File: config.mk
export PLATFORM = sky130hd
export DESIGN_NAME = mem_arbiter
export DESIGN_NICKNAME = d
export VERILOG_FILES = /design/src/rtl/mem_arbiter.sv
export SDC_FILE = /design/constraint.sdc
export NUM_CORES = 1
export LEC_CHECK = 0
export ABC_CLOCK_PERIOD_IN_PS = 1970
export CAP_MARGIN = 20
export CORE_MARGIN = 1.5
export CORE_UTILIZATION = 35
export DETAILED_ROUTE_END_ITERATION = 10
export GPL_ROUTABILITY_DRIVEN = 0
export PLACE_DENSITY_LB_ADDON = 0.08
export SYNTH_ARGS = -nofsm -noshare
export SYNTH_HDL_FRONTEND = slang
export SYNTH_SLANG_ARGS = --single-unit
File: constraint.sdc
create_clock -name clk -period 1.97 [get_ports clk]
set_clock_uncertainty 0.1 [all_clocks]
set_input_delay 0.2955 -clock clk [delete_from_list [all_inputs] [get_ports clk]]
set_output_delay 0.2955 -clock clk [all_outputs]
set_load 0.02 [all_outputs]
File: src/rtl/mem_arbiter.sv
// Two-master arbiter for a single memory port. Latches the granted request,
// drives the memory bus until memory_ready (or a watchdog abort) and returns
// read data with a one-cycle ack to the granted master.
module mem_arbiter #(
    parameter int ADDR_W     = 16,
    parameter int DATA_W     = 16,
    parameter int TIMEOUT    = 255,
    parameter int FIXED_PRIO = 0
) (
    input  logic              clk,
    input  logic              rst_n,
    input  logic              m0_req,
    input  logic              m0_we,
    input  logic [ADDR_W-1:0] m0_addr,
    input  logic [DATA_W-1:0] m0_wdata,
    output logic [DATA_W-1:0] m0_rdata,
    output logic              m0_ack,
    input  logic              m1_req,
    input  logic              m1_we,
    input  logic [ADDR_W-1:0] m1_addr,
    input  logic [DATA_W-1:0] m1_wdata,
    output logic [DATA_W-1:0] m1_rdata,
    output logic              m1_ack,
    output logic              mem_en,
    output logic              mem_w,
    output logic [ADDR_W-1:0] mem_addr,
    output logic [DATA_W-1:0] mem_wdata,
    input  logic [DATA_W-1:0] mem_rdata,
    input  logic              memory_ready,
    output logic              error
);

    // Watchdog only has to count up to TIMEOUT-1.
    localparam int WD_W = (TIMEOUT > 1) ? $clog2(TIMEOUT) : 1;

    typedef enum logic [1:0] {
        IDLE,
        ACCESS,
        RESP
    } state_t;

    state_t          state, state_next;
    logic            grant, grant_next;   // 0 = port 0, 1 = port 1
    logic            last_grant;
    logic [WD_W-1:0] watchdog;
    logic            timeout_hit;
    logic [DATA_W-1:0] captured;

    assign timeout_hit = (watchdog == WD_W'(TIMEOUT - 1));
    // An aborted access returns zero data.
    assign captured    = memory_ready ? mem_rdata : '0;

    // Next-state and grant decision.
    always_comb begin
        // NOTE: defaults first so every path assigns every output -- no latches.
        state_next = state;
        grant_next = grant;
        unique case (state)
            IDLE: begin
                if (m0_req && m1_req) begin
                    grant_next = (FIXED_PRIO != 0) ? 1'b0 : ~last_grant;
                    state_next = ACCESS;
                end else if (m0_req) begin
                    grant_next = 1'b0;
                    state_next = ACCESS;
                end else if (m1_req) begin
                    grant_next = 1'b1;
                    state_next = ACCESS;
                end
            end
            ACCESS: begin
                if (memory_ready || timeout_hit) state_next = RESP;
            end
            RESP: state_next = IDLE;
            default: state_next = IDLE;
        endcase
    end

    // State and grant register.
    always_ff @(posedge clk or negedge rst_n) begin
        // NOTE: non-blocking assignments for all sequential state.
        if (!rst_n) begin
            state <= IDLE;
            grant <= 1'b0;
        end else begin
            state <= state_next;
            grant <= grant_next;
        end
    end

    // Registered memory bus, responses, watchdog and sticky error.
    always_ff @(posedge clk or negedge rst_n) begin
        if (!rst_n) begin
            mem_en     <= 1'b0;
            mem_w      <= 1'b0;
            mem_addr   <= '0;
            mem_wdata  <= '0;
            m0_ack     <= 1'b0;
            m1_ack     <= 1'b0;
            m0_rdata   <= '0;
            m1_rdata   <= '0;
            watchdog   <= '0;
            error      <= 1'b0;
            last_grant <= 1'b1;   // port 0 wins the first tie
        end else begin
            m0_ack <= 1'b0;
            m1_ack <= 1'b0;
            unique case (state)
                IDLE: begin
                    if (state_next == ACCESS) begin
                        mem_en    <= 1'b1;
                        mem_w     <= grant_next ? m1_we    : m0_we;
                        mem_addr  <= grant_next ? m1_addr  : m0_addr;
                        mem_wdata <= grant_next ? m1_wdata : m0_wdata;
                        watchdog  <= '0;
                    end
                end
                ACCESS: begin
                    if (memory_ready || timeout_hit) begin
                        mem_en <= 1'b0;
                        mem_w  <= 1'b0;
                        if (!memory_ready) error <= 1'b1;
                        if (grant) begin
                            m1_ack   <= 1'b1;
                            m1_rdata <= captured;
                        end else begin
                            m0_ack   <= 1'b1;
                            m0_rdata <= captured;
                        end
                    end else begin
                        watchdog <= watchdog + WD_W'(1);
                    end
                end
                RESP: last_grant <= grant;
                default: ;
            endcase
        end
    end

endmodule
==> summary.txt <==
Status
  – Status: completed

Clock tree
  – Maximum root-to-sink buffer count: 2
  – TritonCTS clock tree: built
  – H-tree depth: 3
  – Clock latency on the worst-skew pair: 0.34 ns
  – Clock Tree Root: clkbuf_8
  – Sink Count: 81
  – TritonCTS Buffers: 9
  – CTS clk-pin slew, worst paths: 0.09 ns

Critical path
  – Worst Reg-to-Reg Cells: 6
  – Capture point of the worst reg-to-reg path: mem_addr[1]$_DFFE_PN0P_
  – CP cell instances: clkdlybuf4s50_1 -> or3b_1 -> a22oi_2 -> buf_4 -> buf_6 -> mux2i_1 -> o21ai_2
  – Worst setup path start: m0_req
  – WP buf/inv: 3
  – R2r startpoint: state[1]$_DFF_PN0_
  – Worst Setup Start Kind: input pin
  – Kind of critical path: input pin to flop
  – Worst path required time: 2.11 ns
  – Data arrival, critical path: 2.03 ns
  – CP Capture Point: mem_addr[1]$_DFFE_PN0P_
  – Delay-heaviest family, CP: buffers and inverters
  – Crit-path max cell delay: 0.48 ns
  – Critical Path End Type: flop
  – Reg2reg setup slack: 0.09 ns
  – CP max-delay cell: clkdlybuf4s50_1
  – Critical Path Fanout Max: 17
  – WP depth: 7

Routing
  – First-pass detailed-route iteration total: 4
  – Routed Antenna Nets: 0
  – Starting DRT DRC Count: 121
  – Avg Vias per Cell: 4.655
  – WL/cell: 14.70 µm
  – Detailed-route via count: 2891
  – Routed WL: 9127 µm
  – Drt drc: 0

Yosys
  – Main area contributors after synthesis: dfrtp_1 (55%), mux2i_1 (9.1%), mux2_2 (7.4%)
  – EDFF count, synth: 0
  – Largest area contributor in the netlist: dfrtp_1
  – Mapped Nets: 396
  – Yosys reg bits: 81
  – Top post-synthesis cells by count: dfrtp_1 (80), nand2_1 (38), mux2i_1 (33)
  – Netlist cell types: 41
  – Synth Flop Type: dfrtp_1
  – Avg Cell Area, Syn: 11.88 µm²
  – Total number of yosys warnings: 0
  – Mapped Cells: 307
  – Most frequent cell after synthesis: dfrtp_1
  – Sequential area share after synthesis: 55.63%
  – Yosys top cell area share: 54.91%
  – Asr flop ratio synth: 100.0%
  – Netlist Area Pre-Place: 3646 µm²

Timing
  – Tcrit/Tclk final: 95.95%
  – Worst Max-Slew Pin Slew: 0.4224 ns
  – Slew headroom: 71.84%
  – RSZ-0062 raised after global routing: yes
  – Post-layout min period: 1.890 ns
  – F_max: 529.0 MHz
  – Final hold vios: 0
  – Final setup viols: 0
  – Final Max Tran Viols: 0
  – Setup TNS: 0 ns
  – Setup ws final: 0.07980 ns

Place
  – Area after detailed placement: 5448 µm²
  – # placed instances: 598
  – Pre-CTS WS: -0.2594 ns
  – Port Buf Inserts: 155
  – DP HPWL: 6342 µm

Global route
  – Vias in the first global route: 3064
  – First-pass GRT wire length: 14810 µm
  – GRT Residual Overflow: 0
  – Initial antenna violation count: 0
  – All-Layer GR Usage: 16.90%
  – Largest net degree at the start of global routing: 49

Power and ir drop
  – Worst VDD drop: 618.2 µV
  – PD cells: 1456 nW/µm²
  – Leak: 2.553 nW

Floorplan
  – Die area: 11040 µm²
  – Initial Util: 35.64%
  – I/O pin cnt: 156
  – Die height: 105.1 µm
  – Core area: 10230 µm²
  – Die Wd: 105.1 µm
  – Num rows: 37

Worst hold path
  – HP Class: input pin to async pin

Finish
  – Share of layout cells above drive strength 1: 15.88%
  – Area grow syn2layout: 58.20%
  – Non-Filler Instances: 621
  – Fillers: 909
  – # diodes: 0
  – Post-layout nets: 569
  – Fin area: 5768 µm²
  – Storage cell area: 2028 µm²
  – Multi-input logic area: 1514 µm²

Job
  – Max-cap viol count: 0
==> per-layer routing <==
layer | vias to the layer above | wire (µm) | global-route usage [%]
met5 | - | 0 | 0
met4 | 0 | 99 | 6.262
met3 | 10 | 754 | 5.677
met2 | 107 | 4320 | 27.40
met1 | 1354 | 3952 | 20.87
li1 | 1420 | - | -
==> registers in the layout, indices dropped and copies added, names as in the netlist, 2 cells and up <==
register   count
state          2
m1_rdata      16
m0_rdata      16
watchdog       8
mem_addr      16
mem_wdata     16
==> worst min-delay path by stage <==
stage | startpoint | to | slack (ns) | depth (start not counted)
finish | rst_n | m1_rdata[6]$_DFFE_PN0P_ | 0.34 | 2
global route | rst_n | m1_rdata[6]$_DFFE_PN0P_ | 0.38 | 2
CTS | rst_n | m1_rdata[6]$_DFFE_PN0P_ | 0.33 | 2
detailed placement | rst_n | m1_rdata[6]$_DFFE_PN0P_ | 0.16 | 1
global placement | rst_n | m0_rdata[6]$_DFFE_PN0P_ | 0.16 | 1
floorplan | rst_n | error$_DFFE_PN0P_ | -0.10 | 0
==> layout by cell type, fill, tap and decap left out, drive strengths merged, types with 2 or more instances in the layout <==
cell,count
clkinv,2
clkdlybuf4s50,154
clkinvlp,2
ha,2
nor2,3
and2,17
o21ai,36
o211ai,4
a21oi,3
and3,3
buf,23
clkbuf,12
nand3,6
o21a,2
inv,7
or4,4
mux2,33
mux2i,33
nand2,38
nor3,3
dfrtp,80
==> stage by stage <==
stage | power (mW) | util [%] | hold slack (ns)
4_1_cts | 8.317 | 55.09 | 0.3338
5_1_grt | 8.998 | 56.38 | 0.3770
3_5_place_dp | 7.183 | 53.25 | 0.1610
2_1_floorplan | 5.290 | - | -0.1001
3_3_place_gp | 7.118 | 53.25 | 0.1605
6_report | 8.398 | 56.38 | 0.3408
==> report_power, final <==
group | switching, mW | internal (mW)
combinational | 2.23 | 2.34
sequential | 0.358 | 2.38
clock | 0.628 | 0.467
==> logic make-up (layout without fill, tap and decap cells) <==
logic type                 after synthesis  in the layout  synth area share (%)
buffers and inverters                   23            201                 4.564
AOI/OAI and AO/OA                       52             52                 8.133
and+or+nand+nor                         83             83                 11.74
adders and majority gates                2              2                0.6862
muxes                                   66             66                 19.25
DFF                                     81             81                 55.63
==> final cells by class <==
type                            count  area share (%)
Multi-Input combinational cell    203           26.25
Inverter                            4          0.2603
Tap cell                          136           2.950
Sequential cell                    81           35.16
Clock buffer                        9           2.148
Timing Repair Buffer              181           32.34
Clock inverter                      7          0.8894
==> what timing repair did <==
item	CTS	global route
pin swaps	0	3
endpoints found under the hold margin	26	0
setup endpoints to repair	2	20
resized for setup	1	11
cloned	0	3
buffers inserted	0	3
hold buffers	1	0
Power figures use the tool's default switching activity.
